**config.mk**
```make
export PLATFORM = sky130hd
export DESIGN_NAME = pwm_dac
export DESIGN_NICKNAME = d
export VERILOG_FILES = /design/src/rtl/pwm_dac.sv
export SDC_FILE = /design/constraint.sdc
export NUM_CORES = 1
export LEC_CHECK = 0
export ABC_AREA = 1
export CAP_MARGIN = 20
export CORE_MARGIN = 2
export CORE_UTILIZATION = 50
export DETAILED_ROUTE_END_ITERATION = 10
export PLACE_DENSITY = 0.71
export SETUP_SLACK_MARGIN = 0.3
export SYNTH_ARGS = -nofsm -noshare
export SYNTH_HDL_FRONTEND = slang
export SYNTH_SLANG_ARGS = --single-unit
export TNS_END_PERCENT = 5
```
**constraint.sdc**
```tcl
create_clock -name clk -period 1.64 [get_ports clk]
set_clock_uncertainty 0.05 [all_clocks]
set_input_delay 0.492 -clock clk [delete_from_list [all_inputs] [get_ports clk]]
set_output_delay 0.492 -clock clk [all_outputs]
set_load 0.005 [all_outputs]
```
**src/rtl/pwm_dac.sv**
```systemverilog
// PWM DAC: converts ready/valid sample stream into a single-bit PWM output.
// Duty is reloaded only at period boundaries from a one-deep holding register.
module pwm_dac #(
    parameter int WIDTH    = 8,
    parameter int PRESCALE = 1
) (
    input  logic             clk,
    input  logic             rst,
    input  logic             en,
    input  logic [WIDTH-1:0] sample_in,
    input  logic             sample_valid,
    output logic             sample_req,
    output logic             pwm_out,
    output logic             period_start,
    output logic             underrun
);

    localparam int PW = (PRESCALE > 1) ? $clog2(PRESCALE) : 1;
    localparam logic [PW-1:0]    PRE_LAST = PW'(PRESCALE - 1);
    localparam logic [WIDTH-1:0] CNT_LAST = '1;

    typedef enum logic {
        IDLE,
        RUN
    } state_t;

    state_t state, state_next;

    logic [PW-1:0]    pre, pre_next;
    logic [WIDTH-1:0] cnt, cnt_next;
    logic [WIDTH-1:0] duty, duty_next;
    logic [WIDTH-1:0] hold, hold_next;
    logic             full, full_next;
    logic             underrun_next;
    logic             pwm_next;
    logic             accept;
    logic             tick;
    logic             entering;
    logic             boundary;

    always_ff @(posedge clk) begin
        if (rst) begin
            state <= IDLE;
        end else begin
            state <= state_next;
        end
    end

    always_comb begin
        state_next = state;
        case (state)
            IDLE:    if (en)  state_next = RUN;
            RUN:     if (!en) state_next = IDLE;
            default: state_next = IDLE;
        endcase
    end

    always_comb begin
        pre_next      = pre;
        cnt_next      = cnt;
        duty_next     = duty;
        hold_next     = hold;
        full_next     = full;
        underrun_next = underrun;

        accept   = sample_valid && sample_req;
        tick     = (pre == PRE_LAST);
        entering = (state == IDLE) && en;
        boundary = entering || ((state == RUN) && en && tick && (cnt == CNT_LAST));
        pwm_next = (state == RUN) && en && (cnt < duty);

        if ((state == RUN) && en) begin
            if (tick) begin
                pre_next = '0;
                cnt_next = cnt + 1'b1;
            end else begin
                pre_next = pre + 1'b1;
            end
        end else begin
            pre_next = '0;
            cnt_next = '0;
        end

        if ((state == RUN) && !en) begin
            duty_next = '0;
        end

        if (accept) begin
            hold_next = sample_in;
            full_next = 1'b1;
        end

        // Boundary load reads the old hold; a same-cycle accept refills hold.
        if (boundary) begin
            if (full) begin
                duty_next = hold;
                if (!accept) begin
                    full_next = 1'b0;
                end
            end else if (accept) begin
                duty_next = sample_in;
                hold_next = hold;
                full_next = 1'b0;
            end else if (entering) begin
                duty_next = '0;
            end else begin
                underrun_next = 1'b1;
            end
        end
    end

    always_ff @(posedge clk) begin
        if (rst) begin
            pre          <= '0;
            cnt          <= '0;
            duty         <= '0;
            hold         <= '0;
            full         <= 1'b0;
            sample_req   <= 1'b0;
            pwm_out      <= 1'b0;
            period_start <= 1'b0;
            underrun     <= 1'b0;
        end else begin
            pre          <= pre_next;
            cnt          <= cnt_next;
            duty         <= duty_next;
            hold         <= hold_next;
            full         <= full_next;
            sample_req   <= !full_next;
            pwm_out      <= pwm_next;
            period_start <= boundary;
            underrun     <= underrun_next;
        end
    end

endmodule

```
==> impl_metrics.csv <==
group,metric,value,unit
synthesis,yosysMostFrequentCell,"nand2_1",
clock_tree,cts_buffer_depth,2,
place,numPortBuffers,15,
worst_setup_path,crit_end,"full",
layout,antenna_cells,0,
clock_tree,clock-root-buffer,"clkbuf_4",
route,postRouteAntennaNets,0,
layout,n_fill_cell,289,
worst_setup_path,crit_required,1.83,ns
layout,design_area,2090,µm²
clock_tree,cts.sink_count,31,
route,drt_wl_total,3580,µm
clock_tree,cts_max_level,2,
place,gp_congestion,0.793,
outcome,status,"complete, no violations",
timing,fin_crit_sh,87.6,%
layout,layout.cells.non_filler,317,
grt,antenna_found_initial,0,
clock_tree,cts.clk_slew.worst_paths,0.10,ns
floorplanning,io_pins,16,
floorplanning,core,3080,µm²
floorplanning,fp.dieH,61.3,µm
worst_setup_path,reg2reg_to,"full",
synthesis,ys_ff_latch,31,
floorplanning,start_util,53.3,%
clock_tree,cts_tree,"built",
route,drt_iter0_drc,89,
worst_setup_path,reg2regPathDepth,7,
synthesis,synth_area_per_cell,6.86,µm²
grt,first_global_vias,1431,
floorplanning,dieWidth,61.3,µm
synthesis,synth_cell_types,25,
timing,min_period,1.44,ns
synthesis,syn_nets,259,
synthesis,ys_seq_area_share,37.9,%
power_and_ir_drop,ir_worst_vdd,0.552,mV
timing,hold_violations,0,
worst_setup_path,reg2reg_from,"cnt[1]",
floorplanning,die_area,3750,µm²
timing,hold_ws,0.405,ns
layout,layout-drive-gt1-share,15.8,%
timing,setup_viol,0,
worst_setup_path,crit_arrival,1.62,ns
synthesis,async_flop_share,0,%
synthesis,synthesis.area,1640,µm²
synthesis,netlist_instances,239,
route,drt_first_pass_iters,4,
worst_setup_path,startpoint,"cnt[1]",
worst_setup_path,critPathKind,"reg -> reg",
hold_path,holdPathStages,2,
layout,area_growth,27.3,%
clock_tree,insertion_delay,0.34,ns
worst_setup_path,critPathMaxFanout,5,
grt,grt_use_total,20.8,%
power_and_ir_drop,p_leak,0.000906,µW
synthesis,synth_edf_count,0,
grt,grt_overflow_total,0,
floorplanning,row_count,20,
synthesis,netlist_top_cells_area,"dfxtp_1 (38%), nand2_1 (17%), a21oi_1 (8.2%), ha_1 (6.1%), nor2_1 (5.3%)",
hold_path,worstHoldStart,"underrun",
synthesis,synth_flop_cell,"dfxtp_1",
route,route.detailed.drc,0,
route,wire_per_inst,11.3,µm
hold_path,hp-class,"reg -> reg",
grt,grt_max_degree,18,
synthesis,yosysTopAreaCellShare,37.9,%
timing,fmax,696,MHz
grt,grt_pass1_wl,5870,µm
power_and_ir_drop,power,1570,µW
place,place_inst,305,
synthesis,synth.largest_area_cell,"dfxtp_1",
place,dp_hpwl,2510,µm
route,viasPerCell,5.12,
timing,maxSlewViolCount,0,
timing,rsz0062_at_grt,"yes",
layout,nNetsFinal,292,
route,via_count,1624,
synthesis,netlist_top_cells_count,"nand2_1 (73), dfxtp_1 (31), a21oi_1 (27)",
worst_setup_path,worst_setup_path_end_kind,"register",
worst_setup_path,startpoint_type,"register",
flow_run,cap_violations,0,
clock_tree,numCtsBuffers,5,
power_and_ir_drop,power_density,751,nW/µm²
synthesis,yosys_warnings,0,
place,placedInstanceArea,1940,µm²
worst_setup_path,r2r_slack,0.20,ns
-- per-layer routing --
metal / vias to the layer above / global-route usage (%) / wire length, µm
met5: - / 0 / 0
met4: 0 / 6.83 / 32
met3: 3 / 4.41 / 98
met2: 25 / 33.4 / 1710
met1: 750 / 27.9 / 1740
li1: 846 / - / -
-- worst max-delay path, stage by stage (launching register included) --
cell and delay (ns):
dfxtp_4 0.37, ha_4 0.14, nand3_1 0.07, nand3b_1 0.21, nand2_4 0.14, buf_6 0.13, o21bai_1 0.07, and2_1 0.14
-- power by group --
part,internal (µW),switching (µW)
combinational,115,130
sequential,783,19.7
clock,252,268
total,1150,418
-- through the flow --
step | setup TNS, ns | worst slack (ns) | utilization, %
floorplan | 0 | 0.308 | -
global placement | -4.21 | -0.261 | 62.9
detailed placement | -4.59 | -0.295 | 62.9
CTS | 0 | 0.192 | 66.9
global route | 0 | 0.126 | 67.8
finish | 0 | 0.203 | 67.8
-- placed cells by master, fill, tap and decap left out, drive strengths merged --
cell type | synthesis | final
inv | 20 | 20
nor3b | 1 | 1
o21bai | 1 | 1
clkdlybuf4s50 | 0 | 9
buf | 7 | 19
dfxtp | 31 | 31
nor3 | 2 | 2
o21a | 1 | 1
nand3b | 9 | 9
conb | 1 | 1
and2 | 1 | 1
nor2 | 23 | 23
a21oi | 27 | 27
a31oi | 1 | 1
dlygate4sd2 | 0 | 3
o211ai | 1 | 1
nand4 | 10 | 10
dlymetal6s2s | 0 | 1
ha | 8 | 8
nand2 | 77 | 77
clkdlybuf4s15 | 0 | 2
clkbuf | 1 | 8
clkinv | 3 | 3
nand3 | 11 | 11
o21ai | 3 | 3
-- kinds of logic (layout without fill, tap and decap cells) --
kind of cell	Yosys count	count (layout)	synth area share, %
fa+ha+maj	8	8	6.11
buf+inv	31	65	8.32
compound gates	34	34	10.9
flops	31	31	37.9
other cells	1	1	0.229
simple gates	134	134	36.6
-- worst min path at each step --
stage	to
after global placement	underrun
final	underrun
after CTS	underrun
after global routing	underrun
after detailed placement	underrun
after floorplan	underrun
-- registers in the layout, summed over array words and instances (netlist names) --
name,flops
cnt,8
duty,8
hold,8
full,1
period_start,1
pre,1
pwm_out,1
sample_req,1
state,1
underrun,1
-- final cells by class --
type                            instances  area (µm²)  share of cell area [%]
Clock buffer                            8        68.8                    3.30
Multi-Input combinational cell        177         931                    44.6
Tap cell                               44        55.1                    2.64
Inverter                               23        92.6                    4.44
Sequential cell                        31         631                    30.2
Timing Repair Buffer                   34         309                    14.8
-- repair_timing --
item | in CTS | in global routing
endpoints found under the setup margin | 25 | 31
gates cloned | 1 | 1
hold buffers | 0 | 0
setup buffers | 2 | 0
gates resized for setup | 19 | 7
pin swaps | 4 | 3
No activity file was read; power rests on OpenSTA's default activity.
==> edit 1: new RTL, config.mk and constraints unchanged <==
Make the reset (`rst`) asynchronous in 2 clocked blocks.
--- a/src/rtl/pwm_dac.sv
+++ b/src/rtl/pwm_dac.sv
@@ -39,5 +39,5 @@
     logic             boundary;
 
-    always_ff @(posedge clk) begin
+    always_ff @(posedge clk or posedge rst) begin
         if (rst) begin
             state <= IDLE;
@@ -110,5 +110,5 @@
     end
 
-    always_ff @(posedge clk) begin
+    always_ff @(posedge clk or posedge rst) begin
         if (rst) begin
             pre          <= '0;
Formal check against the unedited RTL: differs if rst is asserted again (counterexample within 4 cycles, from zero or initial values and one cycle with rst high); with rst held inactive, the same outputs for 10 cycles.
==> edit 1 against the unedited design <==
  * First-iteration DRC count decreased by 29%
  * Sequential cell count decreased by 1
  * Design area increased by 0.18%
  * Synthesized area increased by 0.23%
  * Non-clock buffer count decreased by 6
  * Fmax increased by 1.9%
  * Setup slack improved by 0.027 ns
  * Wire length decreased by 0.75%
  * Die area increased by 0.21%
Power is not compared: it rests on default switching activity, and its combinational part moved more than twofold at a synthesized area within 25%.
==> edit 1: results <==
[grt]
grt_first_pass_wirelength_mm = 5.678
grtUsageMet2 = 0.3799
met1_usage = 0.2331
grt_start_max_net_pins = 31
gr-usage-all-layers = 0.2078

[setup_path]
worstRegToRegCells = 8
critical_path.max_fanout = 6
arrival_ns = 1.58
cpMaxStageDelayCell = "dfrtp_1"
r2r_start = "cnt[1]"
r2r-end = "full"
r2r_slack_ns = 0.23

[synthesis]
synth_adder_area_share = 0.06093
seq_area_frac_synth = 0.4570
synth_cell_types = 23
synthTopCellsByArea = "dfrtp_1 (46%), nand2_1 (14%), ha_1 (6.1%)"
yosys-top-cells-count = "nand2_1 (63), dfrtp_1 (30), nor2_1 (26), inv_1 (21), nand3_1 (20)"
syn_nets = 230

[routing]
drt_iter0_markers = 63
routedWlPerCell_um = 12.37

[cells_and_area]
final_nets = 262
drive_gt1_frac = 0.2099
fill_cells = 282

[outcome]
run_status = "finished, final reports clean"

[min_path]
hp-start = "en"
hp-class = "input pin to flop"
==> edit 1: changes by cell type in the layout (fill, tap and decap cells not counted), moves of 4 or more <==
cell | before | now
a21oi_1 | 27 | 5
buf_4 | 15 | 10
dfrtp_1 | 0 | 29
dfxtp_1 | 25 | 0
dfxtp_2 | 5 | 0
nand2_1 | 72 | 57
nand2_2 | 1 | 5
nand3_1 | 11 | 19
nand3b_1 | 9 | 0
nand4_1 | 10 | 0
nor2_1 | 21 | 26
o21ai_1 | 0 | 4
o21bai_1 | 1 | 6
==> edit 1: layout make-up <==
class	instances	area, um^2	area share
multi-input combinational	153	882.1	0.4219
clock inverter	1	5.005	0.002394
timing repair buffer	28	246.5	0.1179
tap	44	55.05	0.02633
inverter	24	95.09	0.04548
sequential	30	752.0	0.3597
clock buffer	7	55.05	0.02633
==> edit 1: through the flow <==
| step | setup WS (ns) | area (um^2) | cells | hold slack, ns | setup TNS, ns |
|---|---|---|---|---|---|
| after floorplan | 0.2929 | 1653 | 210 | 0.3845 | 0 |
| after global placement | -0.2113 | 1912 | 274 | 0.3997 | -3.376 |
| after detailed placement | -0.2421 | 1912 | 274 | 0.4068 | -3.780 |
| after CTS | 0.2202 | 1993 | 284 | 0.4046 | 0 |
| after global routing | 0.1543 | 2091 | 287 | 0.4186 | 0 |
| final | 0.2304 | 2091 | 287 | 0.4220 | 0 |
==> edit 1: kinds of logic after synthesis <==
logic type | Yosys count
compound gates | 21
xor+xnor | 1
fa+ha+maj | 8
buf+inv | 28
flops | 30
simple gates | 122
==> edit 1: what timing repair did <==
item / 4_1_cts / 5_1_grt
endpoints found under the setup margin: 24 / 25
endpoints found under the hold margin: 0 / 0
gates resized for setup: 23 / 14
gates cloned: 0 / 1
pin swaps: 3 / 8
hold buffers: 0 / 0
setup buffers: 2 / 2
==> edit 1: layer usage <==
layer  wire, um  vias to the layer above
li1           -                      730
met1       1558                      656
met2       1830                       24
met3        104                        7
met4         56                        0
met5          0                        -
==> edit 1: worst min path at each step <==
stage               endpoint  slack, ns  cells after the start
finish                 state       0.42                      1
floorplan            hold[1]       0.38                      2
detailed placement   hold[1]       0.41                      2
CTS                    state       0.40                      1
global placement     hold[4]       0.40                      2
global route           state       0.42                      1
==> edit 1: report_power, final <==
| part | leakage (uW) | internal [uW] | switching (uW) |
|---|---|---|---|
| clock | 0.0000353 | 208 | 260 |
| combinational | 0.000640 | 236 | 304 |
| sequential | 0.000383 | 853 | 69.4 |
| total | 0.00106 | 1300 | 634 |
==> edit 1: critical path: cells and delay by family (launching register included) <==
family	cells	cell delay, ns
AO/OA/AOI/OAI	2	0.21
adder cells (fa/ha/maj)	1	0.17
buffers and inverters	1	0.05
flip-flops	1	0.43
AND/OR/NAND/NOR	4	0.39
==> edit 2: new RTL, same flow settings <==
Without the edit above. The parameter `WIDTH` goes from 8 to 10.
--- a/src/rtl/pwm_dac.sv
+++ b/src/rtl/pwm_dac.sv
@@ -2,5 +2,5 @@
 // Duty is reloaded only at period boundaries from a one-deep holding register.
 module pwm_dac #(
-    parameter int WIDTH    = 8,
+    parameter int WIDTH    = 10,
     parameter int PRESCALE = 1
 ) (
Ports: changed (resized sample_in); port bits go from 16 to 18. The function was not compared with the original's and may differ.
==> edit 2 against the unedited design <==
  * Sequential cell count increased by 6
  * Core utilization up 3.5 points
  * Design area rose by 25%
  * Setup slack lost 0.028 ns
  * Fmax decreased by 1.9%
  * Combinational power grew 48%
  * Wire length up 28%
  * Power up 45%
  * Synthesized area up 16%
  * Highest routed layer unchanged
==> edit 2: results <==
[synthesis]
synth_cell_types = 28
synthesis.instances = 272
seq_area_frac_synth = 0.3885
syn_nets = 296
synthTopCellsByArea = "dfxtp_1 (39%), nand2_1 (15%), a21oi_1 (7.1%)"
yosys-top-cells-count = "nand2_1 (77), dfxtp_1 (37), inv_1 (28), a21oi_1 (27), nor2_1 (22)"

[grt]
grt_first_pass_wirelength_mm = 7.748
grt_start_max_net_pins = 17
grt_pass1_vias = 1801
gr-usage-all-layers = 0.2374

[routing]
drt_wl_total_mm = 4.587
drt_iter0_markers = 94
routed_via_density = 5.055

[cells_and_area]
multiInputGateArea_um2 = 1119
final_nets = 339
fin_cells = 364
fill_cells = 303
diodes = 0
drive_gt1_frac = 0.2089
biggestRegsByFlops = "cnt: 10 flops, duty: 10 flops, hold: 10 flops"

[placement]
numPortBuffers = 17
placed_area_um2 = 2278
dpl.cell_count = 346
dpl.hpwl_mm = 3.117
dpl_worst_slack_ns = -0.3592
gp_congestion = 0.7906

[setup_path]
cpMaxStageDelayCell = "dlygate4sd2_1"
arrival_ns = 1.65
crit_family = "simple AND/OR/NAND/NOR gates"
worstRegToRegCells = 9
r2r-end = "hold[0]"
r2r_slack_ns = 0.18
critical_path.max_fanout = 7
critPathMaxStageDelay_ns = 0.25

[clock_network]
cts.reportedPaths.clkPinSlew_ns = 0.08
clk_path_buf_depth = 2
cts_root_buf = "clkbuf_8"
clock_latency_ns = 0.30

[min_path]
hold_path_depth = 1
min_to = "underrun"
hp-start = "underrun"

[timing]
final.min_clock_period_ns = 1.465
holdWs_ns = 0.4121

[power]
leakagePower_uw = 0.001078
peakVddDrop_mv = 0.6186

[outcome]
run_status = "finished, final reports clean"
## edit 2: changes by cell type after synthesis, sizes merged, moves of 2 or more
cell and delta:
o21a +2, nand2 +3, nand4 -8, nor3 +3, inv +9, nor2 +2
dfxtp +6, nand3 +12, clkinv -3, o21ai +13, ha +2, nand3b -9
## edit 2: final cells by class
type                            count  area share
Tap cell                           48     0.02301
Multi-Input combinational cell    200      0.4286
Timing Repair Buffer               42      0.1659
Clock buffer                        5     0.02637
Sequential cell                    37      0.2895
Clock inverter                      3     0.02493
Inverter                           29     0.04171
## edit 2: repair_timing
item	CTS	global route
resized for setup	29	13
cloned	3	0
setup endpoints to repair	39	35
pin swaps	6	5
buffers inserted	6	1
## edit 2: metal layers
| layer | up-vias | global-route usage | routed length [um] |
|---|---|---|---|
| met2 | 37 | 0.4482 | 2375 |
| met1 | 825 | 0.2521 | 1968 |
| met5 | - | 0 | 0 |
| met4 | 0 | 0.1094 | 88 |
| met3 | 8 | 0.04110 | 154 |
| li1 | 970 | - | - |
## edit 2: cells by family (layout without fill, tap and decap cells)
kind of cell,Yosys count,in the layout,share of synthesized area
buffers and inverters,37,79,0.08137
AOI/OAI and AO/OA,50,50,0.1404
adders and majority gates,10,10,0.06562
and+or+nand+nor,137,139,0.3222
DFF,37,37,0.3885
other,1,1,0.001967
## edit 2: worst max-delay path by stage
stage,slack (ns),cells past startpoint,start,endpoint
after global placement,-0.31,9,en,hold[7]
after floorplan,0.18,9,cnt[1],hold[7]
after detailed placement,-0.36,9,en,hold[6]
after CTS,0.19,9,cnt[1],hold[4]
final,0.18,9,en,hold[0]
after global routing,0.09,9,cnt[0],cnt[9]
## edit 2: power breakdown
group	internal, uW	leakage [uW]	switching (uW)
clock	604	0.0000681	348
sequential	935	0.000306	20.6
combinational	170	0.000704	193
